===== src/rtl/uart_rx_pkg.sv =====
// Shared types for the UART receiver: FSM state encoding and the byte type.
// Latency: none (types only).
// Backpressure: none (types only).
package uart_rx_pkg;

    localparam int DATA_W = 8;

    typedef logic [DATA_W-1:0] byte_t;

    typedef enum logic [2:0] {
        IDLE,
        START,
        DATA,
        PARITY,
        STOP
    } rx_state_t;

endpackage


===== src/rtl/sync_2ff.sv =====
// Two-flop synchroniser for a single asynchronous bit, with a parameterised reset value.
// Latency: 2 clk cycles.
// Backpressure: none; the output follows the input continuously.
module sync_2ff #(
    parameter logic RST_VAL = 1'b1
) (
    input  logic clk,
    input  logic rst,
    input  logic d,
    output logic q
);

    logic s1_d, s1_q;
    logic s2_d, s2_q;

    always_comb begin
        s1_d = d;
        s2_d = s1_q;
    end

    always_ff @(posedge clk) begin
        if (rst) begin
            s1_q <= RST_VAL;
            s2_q <= RST_VAL;
        end else begin
            s1_q <= s1_d;
            s2_q <= s2_d;
        end
    end

    assign q = s2_q;

endmodule


===== src/rtl/uart_rx_fifo_writer.sv =====
// UART receiver (8N1 / 8E1) that writes each good byte into a downstream FIFO.
// Latency: result registered one cycle after the mid-stop-bit sample (plus 2-cycle rx sync).
// Backpressure: none to the line; a full FIFO drops the byte and pulses overrun.
module uart_rx_fifo_writer
    import uart_rx_pkg::*;
#(
    parameter int CLKS_PER_BIT = 16,
    parameter int PARITY_EN    = 0
) (
    input  logic  clk,
    input  logic  rst,
    input  logic  rx,
    input  logic  fifo_full,
    output logic  fifo_wr,
    output byte_t fifo_data,
    output logic  busy,
    output logic  frame_err,
    output logic  parity_err,
    output logic  overrun
);

    localparam int CW = $clog2(CLKS_PER_BIT);
    localparam logic [CW-1:0] BIT_LAST = CW'(CLKS_PER_BIT - 1);
    localparam logic [CW-1:0] HALF_BIT = CW'(CLKS_PER_BIT / 2 - 1);

    logic rx_s;

    rx_state_t     state_d, state_q;
    logic [CW-1:0] cnt_d, cnt_q;
    logic [2:0]    bit_idx_d, bit_idx_q;
    byte_t         shreg_d, shreg_q;
    logic          par_bad_d, par_bad_q;
    logic          brk_d, brk_q;
    logic          fifo_wr_d, fifo_wr_q;
    byte_t         fifo_data_d, fifo_data_q;
    logic          busy_d, busy_q;
    logic          frame_err_d, frame_err_q;
    logic          parity_err_d, parity_err_q;
    logic          overrun_d, overrun_q;

    sync_2ff #(
        .RST_VAL(1'b1)
    ) u_rx_sync (
        .clk(clk),
        .rst(rst),
        .d  (rx),
        .q  (rx_s)
    );

    always_comb begin
        state_d      = state_q;
        cnt_d        = cnt_q;
        bit_idx_d    = bit_idx_q;
        shreg_d      = shreg_q;
        par_bad_d    = par_bad_q;
        brk_d        = brk_q;
        fifo_data_d  = fifo_data_q;
        fifo_wr_d    = 1'b0;
        frame_err_d  = 1'b0;
        parity_err_d = 1'b0;
        overrun_d    = 1'b0;

        case (state_q)
            IDLE: begin
                // After a framing error the line must go high before a new start is accepted.
                if (rx_s) begin
                    brk_d = 1'b0;
                end else if (!brk_q) begin
                    state_d   = START;
                    cnt_d     = '0;
                    par_bad_d = 1'b0;
                end
            end
            START: begin
                if (cnt_q == HALF_BIT) begin
                    cnt_d     = '0;
                    bit_idx_d = '0;
                    state_d   = rx_s ? IDLE : DATA;
                end else begin
                    cnt_d = cnt_q + 1'b1;
                end
            end
            DATA: begin
                if (cnt_q == BIT_LAST) begin
                    cnt_d            = '0;
                    shreg_d[bit_idx_q] = rx_s;
                    if (bit_idx_q == 3'd7) begin
                        state_d = (PARITY_EN != 0) ? PARITY : STOP;
                    end else begin
                        bit_idx_d = bit_idx_q + 3'd1;
                    end
                end else begin
                    cnt_d = cnt_q + 1'b1;
                end
            end
            PARITY: begin
                if (cnt_q == BIT_LAST) begin
                    cnt_d     = '0;
                    par_bad_d = (^shreg_q) ^ rx_s;
                    state_d   = STOP;
                end else begin
                    cnt_d = cnt_q + 1'b1;
                end
            end
            STOP: begin
                if (cnt_q == BIT_LAST) begin
                    cnt_d   = '0;
                    state_d = IDLE;
                    if (!rx_s) begin
                        frame_err_d = 1'b1;
                        brk_d       = 1'b1;
                    end else if (par_bad_q) begin
                        parity_err_d = 1'b1;
                    end else if (fifo_full) begin
                        overrun_d = 1'b1;
                    end else begin
                        fifo_wr_d   = 1'b1;
                        fifo_data_d = shreg_q;
                    end
                end else begin
                    cnt_d = cnt_q + 1'b1;
                end
            end
            default: begin
                state_d = IDLE;
                cnt_d   = '0;
            end
        endcase

        busy_d = (state_d != IDLE);
    end

    always_ff @(posedge clk) begin
        if (rst) begin
            state_q      <= IDLE;
            cnt_q        <= '0;
            bit_idx_q    <= '0;
            shreg_q      <= '0;
            par_bad_q    <= 1'b0;
            brk_q        <= 1'b0;
            fifo_wr_q    <= 1'b0;
            fifo_data_q  <= '0;
            busy_q       <= 1'b0;
            frame_err_q  <= 1'b0;
            parity_err_q <= 1'b0;
            overrun_q    <= 1'b0;
        end else begin
            state_q      <= state_d;
            cnt_q        <= cnt_d;
            bit_idx_q    <= bit_idx_d;
            shreg_q      <= shreg_d;
            par_bad_q    <= par_bad_d;
            brk_q        <= brk_d;
            fifo_wr_q    <= fifo_wr_d;
            fifo_data_q  <= fifo_data_d;
            busy_q       <= busy_d;
            frame_err_q  <= frame_err_d;
            parity_err_q <= parity_err_d;
            overrun_q    <= overrun_d;
        end
    end

    assign fifo_wr    = fifo_wr_q;
    assign fifo_data  = fifo_data_q;
    assign busy       = busy_q;
    assign frame_err  = frame_err_q;
    assign parity_err = parity_err_q;
    assign overrun    = overrun_q;

endmodule

===== config.mk =====
export PLATFORM = sky130hd
export DESIGN_NAME = uart_rx_fifo_writer
export DESIGN_NICKNAME = d
export VERILOG_FILES = /design/src/rtl/uart_rx_pkg.sv /design/src/rtl/sync_2ff.sv /design/src/rtl/uart_rx_fifo_writer.sv
export SDC_FILE = /design/constraint.sdc
export NUM_CORES = 1
export LEC_CHECK = 0
export CAP_MARGIN = 25
export CORE_AREA = 2 2 61 69
export DETAILED_ROUTE_END_ITERATION = 6
export DIE_AREA = 0 0 63 71
export GPL_ROUTABILITY_DRIVEN = 0
export SETUP_SLACK_MARGIN = 0.05
export SYNTH_ARGS = -nofsm -noshare
export SYNTH_HDL_FRONTEND = slang
export SYNTH_HIERARCHICAL = 1
export SYNTH_SLANG_ARGS = --single-unit

===== constraint.sdc =====
create_clock -name clk -period 2.5 [get_ports clk]
set_clock_uncertainty 0.2 [all_clocks]
set_input_delay 0.5 -clock clk [delete_from_list [all_inputs] [get_ports clk]]
set_output_delay 0.5 -clock clk [all_outputs]
set_load 0.03 [all_outputs]

# Word-level counts from Yosys, hierarchy flattened
# Cells that the tools add are included.
# word_totals
ff_bits	35
inputBits	4
output_inout_bits	13
word_cells	90
# op_classes
add_sub_neg	2
order_cmp	2
n_eq_ne	16
mux	33
bitwise	6
n_reduce_logical	17
# ops
op	n
3-bit two-way mux	10
4-bit two-way mux	4
2-bit inequality test, second input constant	8
3-bit case mux with 5 select lines	1
4-bit case mux with 3 select lines	1
4-bit AND reduction	3
1-bit two-way mux	11
8-bit bitwise mux	1
8-bit XOR reduction	1
3-bit by 2-bit == test with 1-bit output, second input constant	2
3-bit == test, second input constant	2
3-bit case mux with 2 select lines	1
2-bit nonzero test	3
3-bit OR reduction	2
1-bit inverter	5
5-bit AND reduction	1
5-bit OR reduction	1
4-bit by 1-bit adder with 4-bit output, second input constant	1
4-bit by 3-bit == test with 1-bit output, second input constant	1
4-bit == test, second input constant	1
3-bit by 4-bit less-than comparator with 1-bit output, second input constant	1
1-bit case mux with 2 select lines	2
2-bit AND reduction	2
4-bit OR reduction	1
other kinds (10)	10

# Longest topological paths before layout
# Gate-level depths: netlist (run 1).
# logic_depth
depth_word	5
mapped_depth	6
mapped_depth_nobuf	6

# Cells and area by module
# Netlist (run 1), hierarchy kept.
# by_module_without_submodules
module	n_inst	cells_per_inst	area_each_um2	seq_area_each_um2
uart_rx_fifo_writer	1	173	1587.8	660.6
sync_2ff	1	4	52.6	40.0

# Least setup slack after synthesis (run 1)
# Ideal clock, no wire load.
# synth_path
path_kind	reg-to-reg
startpoint	register cnt_q[0]
endpoint	register bit_idx_q[0]
setup_time_ns	0.070
t_arrival_ns	1.685
t_required_ns	2.230
path_slack_ns	0.546
path_stages_with_launch	6
n_path_buf	0
period_less_slack_ns	1.954
cell_sequence	dfxtp_1 -> ha_1 -> nand3_2 -> o32a_4 -> or4_1 -> a21oi_1
# synth_between
elab_chain_len	3
word_cells_on_any_way	5
cone_classes	4 x eq/ne; 1 x reduce/logical
# synth_rtl
item	line	source
start, declared	uart_rx_fifo_writer.sv:29	logic [CW-1:0] cnt_d, cnt_q;
start signal, assigned	uart_rx_fifo_writer.sv:149	cnt_q <= cnt_d;
4-bit == test or 4-bit by 3-bit == test with 1-bit output (tied branches)	uart_rx_fifo_writer.sv:84, uart_rx_fifo_writer.sv:75	
2-bit inequality test (no line)	n/a	
4-bit AND reduction (no line) *	n/a	
end signal, assigned	uart_rx_fifo_writer.sv:150	bit_idx_q <= bit_idx_d;
end, declared	uart_rx_fifo_writer.sv:30	logic [2:0] bit_idx_d, bit_idx_q;
# Every way passes the cells marked *; elsewhere a longest branch is shown, timed or not.
# A chain may end at the register's enable or synchronous reset.

# Worst setup path after layout (run 1)
# Ends and elaborated chain as after synthesis.

==> results of run 1 <==
==> Yosys cell counts, drive strengths merged, types with 4 or more instances <==
cell	number
nor2	27
dfxtp	35
mux2i	16
buf	4
clkbuf	7
nand4	7
nor2b	4
a21oi	7
o21ai	7
nand2	7
==> final timing paths <==
kind,endpoint,slack [ps],cells after the start
hold reg to reg,u_rx_sync/q,220,1
setup / recovery,bit_idx_q[0],370,5
setup reg to reg,bit_idx_q[0],370,5
hold / removal,u_rx_sync/q,220,1
==> routing by layer <==
metal	vias up	track usage (%)	share of wire, %
met5	-	0	0
met2	24	28.3	50
met1	626	22.0	45
li1	664	-	-
met4	0	6.67	1.7
met3	5	4.29	3.4
==> stage by stage <==
stage          std cells  utilization (%)
2_1_floorplan        177                -
3_3_place_gp         237             48.0
3_5_place_dp         237             48.0
4_1_cts              245             51.1
5_1_grt              245             51.1
6_report             245             51.1
==> registers in the layout, summed over array words and instances (netlist names) <==
signal / cells
bit_idx_q: 3
overrun: 1
parity_err: 1
u_rx_sync/q: 1
fifo_wr: 1
u_rx_sync/s1_q: 1
cnt_q: 4
fifo_data: 8
frame_err: 1
busy: 1
state_q: 3
shreg_q: 8
brk_q: 1
par_bad_q: 1
==> cell families after synthesis <==
group	after synthesis	share of synthesized area (%)
buffers and inverters	14	4.12
AO/OA/AOI/OAI	28	12.1
adder cells (fa/ha/maj)	3	2.29
multiplexers	16	9.76
flip-flops	35	42.7
XOR/XNOR	6	4.04
AND/OR/NAND/NOR	75	24.9
==> final cells by class <==
| class | count | area [um^2] | area share, % |
|---|---|---|---|
| well taps | 52 | 65.1 | 3.34 |
| clock inverters | 2 | 35.0 | 1.80 |
| repair buffers | 19 | 183 | 9.37 |
| flip-flops and latches | 35 | 701 | 35.9 |
| multi-input cells | 128 | 872 | 44.7 |
| clock buffers | 6 | 82.6 | 4.24 |
| inverters | 3 | 11.3 | 0.578 |
==> power by group through the flow <==
stage / Combinational (uW) / Sequential, uW / Clock, uW
finish: 36.5 / 569 / 527
global placement: 34.9 / 582 / 0
global route: 40.4 / 570 / 566
CTS: 36.5 / 569 / 537
detailed placement: 36.5 / 582 / 0
floorplan: 26.6 / 579 / 0
==> critical path, stage by stage, from the launching register on <==
cell and delay (ps):
dfxtp_1 370, ha_1 280, nand3_2 200, o32a_4 420
or4_1 460, a21oi_1 120
==> run_results.csv, run 1 <==
group,metric,value,unit
layout,final_area,1950,um^2
layout,antennaDiodeCount,0,
synthesis,synthFlopType,"dfxtp_1",
worst_setup_path,cp.required,2510,ps
synthesis,ys_async_sr_fraction,0,%
grt,grt_pass1_vias,1294,
synthesis,yosysTopAreaCell,"dfxtp_1",
die,die_w,63,um
placed_design,dp_slack,280,ps
worst_setup_path,setup.worst_path.start,"cnt_q[0]",
worst_setup_path,cp.arrival,2140,ps
sta,setup_viol,0,
power,pwr-share-seq,50.3,%
die,rows,24,
sta,finalCritPeriodShare,85.4,%
die,core,3810,um^2
power,swShare,20.6,%
worst_hold_path,hold_path.class,"flip-flop to flip-flop",
detailed_routing,drtAntennaViolNets,0,
detailed_routing,dr_total_vias,1319,
sta,final_hold_viol_count,0,
detailed_routing,wl_per_cell,14.0,um
clocking,clkSlewWorstSetupHoldPaths,70,ps
layout,layout-drive-gt1-share,7.77,%
power,p_total,1130,uW
layout,fillerInstances,372,
grt,grt_max_degree,17,
sta,hold_slack,216,ps
sta,max_freq,468,MHz
synthesis,avgSynthCellArea,9.27,um^2
grt,antenna_found_initial,0,
detailed_routing,avgViaCountPerCell,5.38,
synthesis,netlist_top_cells_area,"dfxtp_1 43%, mux2i_1 9.8%, nor2_1 6.2%, nand4_1 2.7%, ha_1 2.3%",
die,start_util,43.0,%
sta,relSlewSlack,62.3,%
sta,fin_ws,365,ps
clocking,cts-htree-levels,2,
run,max_cap_violations,0,
worst_setup_path,setup.worst_path.end_class,"flip-flop",
detailed_routing,drt-initial-drc-count,46,
synthesis,synth_edf_count,0,
sta,drv_slew,0,
sta,finalCriticalPeriod,2130,ps
synthesis,ys_seq_area_share,42.7,%
synthesis,synth_cell_type_count,47,
placed_design,dpl.hpwl,2460,um
power,cellPowerDensity,581,nW/um^2
clocking,clk_path_buf_depth,2,
worst_setup_path,crit_fanout,7,
worst_setup_path,r2r_start,"cnt_q[0]",
grt,grt_usage,17.3,%
worst_setup_path,cp-start-kind,"flip-flop",
synthesis,ys_ff_latch,35,
layout,area_growth,18.8,%
clocking,postCtsSetupBuffers,0,
synthesis,yosysWarnings,6,
layout,final_common_cell,"dfxtp_1",
power,leakagePower,0.000803,uW
power,intPower,899,uW
grt,grt_pass1_wl,6040,um
worst_hold_path,min_from,"u_rx_sync/s1_q",
power,p_clk_share,46.5,%
clocking,cts-root-buf,"clkbuf_8",
clocking,post_cts_resized,0,
synthesis,syn_nets,184,
synthesis,synth_top_area_share,42.7,%
layout,layout.cells.most_common_list,"35 x dfxtp_1, 27 x nor2_1, 16 x mux2i_1, 16 x clkdlybuf4s50_1",
synthesis,postSynthCellCount,177,
sta,worstMarginPinSlew,564,ps
detailed_routing,drt-total-wl,3440,um
clocking,clk-insertion-delay-late,290,ps
sta,rsz0062_at_grt,"no",
power,combPwrFrac,3.2,%
worst_setup_path,critical_path_class,"flip-flop to flip-flop",
detailed_routing,route.detailed.drc,0,
sta,fin_setup_tns,0,ps
synthesis,synth.cell_area,1640,um^2
power,p_switching,233,uW
grt,grt_overflow,0,
placed_design,dpl_cell_area,1830,um^2
power,peakVddDrop,316,uV
layout,final_net_count,199,
die,ios,17,
die,dieArea,4470,um^2
clocking,ctsHoldBuffers,0,
clocking,cts_tree,"yes",
die,die_h,71,um
run_status,status,"completed",
clocking,cts.sinks,35,
detailed_routing,drt-pass1-iter-count,4,
clocking,cts_buffers,5,
placed_design,io_buffers,16,
No activity file was read; power rests on OpenSTA's default activity.
==> inputs of run 2 (changes only) <==
Settings changed: REMOVE_ABC_BUFFERS set to 1.
Clock period 2.5 ns to 2.6 ns, I/O delays scaled along.
==> run 2 against run 1 <==
Against the previous run: first-iteration DRC count is 15% lower; sequential share of layout area up 0.47 points; wire length down 2.2%; fmax rose by 0.31%; count of clock-buffer cells in the layout did not move; cell count rose by 0.41%; power shrank 15%; setup slack better by 110 ps; core utilization shrank 0.66 points; die area did not move; combinational power fell by 6.3%; non-clock buffer count grew 1; critical path type unchanged; largest power group unchanged; highest routed layer unchanged.
==> run_results.csv, run 2 (same netlist as run 1, synthesis figures left out) <==
group,metric,value,unit
run_status,status,"completed",
worst_setup_path,setup.worst_path.end_class,"flip-flop",
die,core,3810,um^2
clocking,cts-htree-levels,2,
run,max_cap_violations,0,
worst_hold_path,hold_path.class,"flip-flop to flip-flop",
die,die_w,63,um
clocking,cts_buffers,5,
power,p_total,968,uW
clocking,cts-root-buf,"clkbuf_8",
sta,final_hold_viol_count,0,
detailed_routing,drt-total-wl,3360,um
sta,hold_slack,211,ps
grt,grt_overflow,0,
detailed_routing,met3_wirelength,110,um
worst_setup_path,cp-start-kind,"flip-flop",
sta,rsz0062_at_grt,"no",
clocking,clkSlewWorstSetupHoldPaths,70,ps
detailed_routing,highest_layer,"met4",
die,die_h,71,um
detailed_routing,wl_per_cell,13.7,um
power,peakVddDrop,405,uV
layout,final_common_cell,"dfxtp_1",
clocking,post_cts_resized,0,
die,rows,24,
worst_setup_path,cp.required,2620,ps
detailed_routing,avgViaCountPerCell,5.38,
power,cellPowerDensity,503,nW/um^2
grt,grt_pass1_vias,1247,
grt,grt_usage,15.9,%
die,start_util,43.0,%
sta,worstMarginPinSlew,577,ps
clocking,cts_tree,"yes",
clocking,clk_path_buf_depth,2,
layout,fillerInstances,357,
detailed_routing,wl_met2,1660,um
clocking,postCtsSetupBuffers,0,
sta,drv_slew,0,
detailed_routing,drt-pass1-iter-count,4,
sta,finalCritPeriodShare,81.9,%
sta,fin_ws,472,ps
detailed_routing,drt-initial-drc-count,39,
layout,layout.cells.most_common_list,"35 x dfxtp_1, 27 x nor2_1, 16 x mux2i_1, 16 x clkdlybuf4s50_1",
clocking,clk-insertion-delay-late,290,ps
sta,setup_viol,0,
sta,fin_setup_tns,0,ps
layout,area_growth,17.3,%
layout,antennaDiodeCount,0,
layout,fin_util,50.5,%
placed_design,dp_slack,488,ps
detailed_routing,route.detailed.drc,0,
detailed_routing,dr_total_vias,1324,
sta,finalCriticalPeriod,2130,ps
layout,layout-drive-gt1-share,7.73,%
worst_setup_path,cp.arrival,2150,ps
layout,final_net_count,200,
die,dieArea,4470,um^2
power,leakagePower,0.000787,uW
sta,relSlewSlack,61.5,%
die,ios,17,
detailed_routing,drtAntennaViolNets,0,
placed_design,dpl.hpwl,2430,um
sta,max_freq,470,MHz
worst_setup_path,critical_path_class,"flip-flop to flip-flop",
grt,grt_max_degree,17,
grt,grt_pass1_wl,5580,um
placed_design,io_buffers,16,
grt,antenna_found_initial,0,
clocking,ctsHoldBuffers,0,
clocking,cts.sinks,35,
worst_setup_path,crit_fanout,7,
detailed_routing,wl_met1,1510,um
==> run 2: cell types whose count changed in the layout (fill, tap and decap cells not counted), sizes merged <==
cell	previous run	this run
buf	3	4
bufinv	1	0
clkinvlp	0	1
==> run 2: final cells by class <==
type	instances	area [um^2]	area share (%)
inverters	3	11.3	0.585
clock buffers	6	72.6	3.77
flip-flops and latches	35	701	36.4
repair buffers	20	190	9.88
multi-input cells	128	872	45.3
well taps	52	65.1	3.38
clock inverters	2	12.5	0.650
==> run 2: per-layer routing <==
metal  vias up  global-route usage (%)
li1        665                       -
met1       625                    18.4
met2        25                    27.1
met3         9                    3.82
met4         0                    8.89
met5         -                       0
==> run 2: worst paths after layout <==
| path | slack (ps) | endpoint | cells after the start | startpoint |
|---|---|---|---|---|
| max reg2reg | 470 | bit_idx_q[0] | 5 | cnt_q[0] |
| max | 470 | bit_idx_q[0] | 5 | cnt_q[0] |
| min | 210 | u_rx_sync/q | 1 | u_rx_sync/s1_q |
| min reg2reg | 210 | u_rx_sync/q | 1 | u_rx_sync/s1_q |
==> run 2: stage by stage <==
| stage | area (um^2) | cells |
|---|---|---|
| 2_1_floorplan | 1580 | 166 |
| 3_3_place_gp | 1840 | 238 |
| 3_5_place_dp | 1840 | 238 |
| 4_1_cts | 1920 | 246 |
| 5_1_grt | 1920 | 246 |
| 6_report | 1920 | 246 |
==> run 2: where the power goes <==
group / leakage, uW / switching (uW) / internal [uW]
combinational: 0.000463 / 19.5 / 14.6
sequential: 0.000283 / 7.15 / 540
clock: 0.0000412 / 200 / 187
==> run 2: worst max-delay path, cell delays in order, from the launching register on <==
cell     delay, ps
dfxtp_1        380
ha_1           280
nand3_2        170
o32a_4         410
or4_1          470
a21oi_1        150
==> inputs of run 3 (changes only) <==
Clock period 2.6 ns to 2.2 ns, I/O delays scaled along.
==> run 3 against run 2 <==
Against the previous run: count of clock-buffer cells in the layout did not move; register-to-register slack got worse by 320 ps; global-route usage rose by 0.99 points; largest cell class unchanged; setup slack lost 320 ps; die area unchanged; highest routed layer unchanged; core utilization increased by 1.5 points; critical path type unchanged; critical endpoint unchanged.
==> run_results.csv, run 3 (same netlist as run 1, synthesis figures left out) <==
group,metric,value,unit
grt,grt_max_degree,17,
layout,antennaDiodeCount,0,
detailed_routing,avgViaCountPerCell,5.40,
worst_setup_path,path_delay_family,"compound AO/OA/AOI/OAI gates",
worst_setup_path,worstPathCellList,"ha_1 -> ha_1 -> o32a_4 -> or4_1 -> a21oi_1",
clocking,cts.sinks,35,
clocking,cts-root-buf,"clkbuf_8",
sta,fin_setup_tns,0,ps
worst_setup_path,critical_path_class,"flip-flop to flip-flop",
die,start_util,43.0,%
power,peakVddDrop,344,uV
power,p_switching,258,uW
worst_setup_path,setup.worst_path.start,"bit_idx_q[0]",
clocking,clkSlewWorstSetupHoldPaths,70,ps
placed_design,dpl.hpwl,2470,um
power,swShare,18.9,%
layout,instances_no_fill,247,
grt,grt_overflow,0,
clocking,ctsHoldBuffers,0,
grt,antenna_found_initial,0,
worst_setup_path,critPathBufInv,0,
die,die_w,63,um
layout,layout.cells.most_common_list,"34 x dfxtp_1, 27 x nor2_1, 16 x mux2i_1, 16 x clkdlybuf4s50_1",
clocking,cts-htree-levels,2,
die,rows,24,
sta,finalCritPeriodShare,93.3,%
detailed_routing,drtAntennaViolNets,0,
sta,relSlewSlack,62.2,%
detailed_routing,route.detailed.drc,0,
power,leakagePower,0.000816,uW
clocking,cts_buffers,5,
run_status,status,"completed",
grt,grt_usage,16.9,%
sta,finalCriticalPeriod,2050,ps
worst_hold_path,hold_path.class,"flip-flop to flip-flop",
worst_setup_path,crit_fanout,7,
worst_setup_path,rrSetupSlack,150,ps
detailed_routing,dr_total_vias,1334,
detailed_routing,drt-total-wl,3360,um
clocking,postCtsSetupBuffers,0,
grt,grt_pass1_vias,1306,
placed_design,place_inst,239,
power,cellPowerDensity,690,nW/um^2
die,die_h,71,um
clocking,post_cts_resized,0,
sta,worstMarginPinSlew,566,ps
grt,grt_pass1_wl,5990,um
worst_setup_path,cp.arrival,2070,ps
worst_setup_path,reg2reg_to,"bit_idx_q[0]",
detailed_routing,drt-pass1-iter-count,4,
die,core,3810,um^2
power,intPower,1110,uW
clocking,clk-insertion-delay-late,280,ps
layout,area_growth,20.7,%
sta,drv_slew,0,
worst_setup_path,setup.worst_path.end_class,"flip-flop",
layout,layout-drive-gt1-share,8.72,%
sta,rsz0062_at_grt,"no",
worst_setup_path,worst_path_most_repeated_cell,"ha_1",
layout,fin_util,51.9,%
worst_setup_path,r2r_start,"bit_idx_q[0]",
power,pwr-share-seq,47.3,%
clocking,clk_path_buf_depth,2,
sta,final_hold_viol_count,0,
worst_setup_path,cp_slowest_cell,"or4_1",
worst_setup_path,cp.depth,5,
power,p_clk_share,49.7,%
run,max_cap_violations,0,
clocking,cts_tree,"yes",
detailed_routing,drt-initial-drc-count,77,
worst_setup_path,cp.required,2220,ps
layout,final_common_cell,"dfxtp_1",
sta,max_freq,487,MHz
die,dieArea,4470,um^2
worst_setup_path,slowest_delay,470,ps
die,ios,17,
worst_setup_path,cp-start-kind,"flip-flop",
placed_design,io_buffers,16,
worst_setup_path,worst_r2r_path_depth,5,
power,combPwrFrac,3.0,%
detailed_routing,wl_per_cell,13.6,um
layout,final_net_count,201,
worst_setup_path,endpoint,"bit_idx_q[0]",
sta,setup_viol,0,
==> run 3: area by class of cell <==
| class | count | area [um^2] |
|---|---|---|
| fillers | 367 | 1830 |
| flip-flops and latches | 35 | 702 |
| inverters | 3 | 11.3 |
| clock inverters | 2 | 60.1 |
| repair buffers | 21 | 198 |
| multi-input cells | 128 | 872 |
| clock buffers | 6 | 72.6 |
| well taps | 52 | 65.1 |
==> run 3: power groups by stage <==
stage | Sequential [uW] | Clock, uW | Combinational (uW)
detailed placement | 661 | 0 | 40.8
finish | 647 | 679 | 40.6
floorplan | 661 | 0 | 16.7
global placement | 661 | 0 | 40.3
CTS | 647 | 689 | 41.0
global route | 648 | 721 | 45.6
==> run 3: metrics by stage <==
step / worst slack (ps) / power (uW) / instance area (um^2) / hold slack [ps]
floorplan: 246 / 677 / 1580 / 183
global placement: 221 / 701 / 1850 / 193
detailed placement: 155 / 702 / 1850 / 195
CTS: 134 / 1380 / 1980 / 212
global route: 80.4 / 1410 / 1980 / 242
finish: 148 / 1370 / 1980 / 210
==> run 3: routing by layer <==
metal	GRT usage [%]	routed length, um	part of all wire (%)
met5	0	0	0
met3	3.97	79	2.4
met1	20.3	1510	45
met2	29.0	1700	51
met4	7.16	70	2.1
==> run 3: worst min path at each step <==
stage,from,to,slack (ps),cells past startpoint
after global placement,u_rx_sync/s1_q,u_rx_sync/q,190,1
after global routing,u_rx_sync/s1_q,u_rx_sync/q,240,1
after floorplan,u_rx_sync/s1_q,u_rx_sync/q,180,1
after CTS,u_rx_sync/s1_q,u_rx_sync/q,210,1
after detailed placement,u_rx_sync/s1_q,u_rx_sync/q,190,1
final,u_rx_sync/s1_q,u_rx_sync/q,210,1
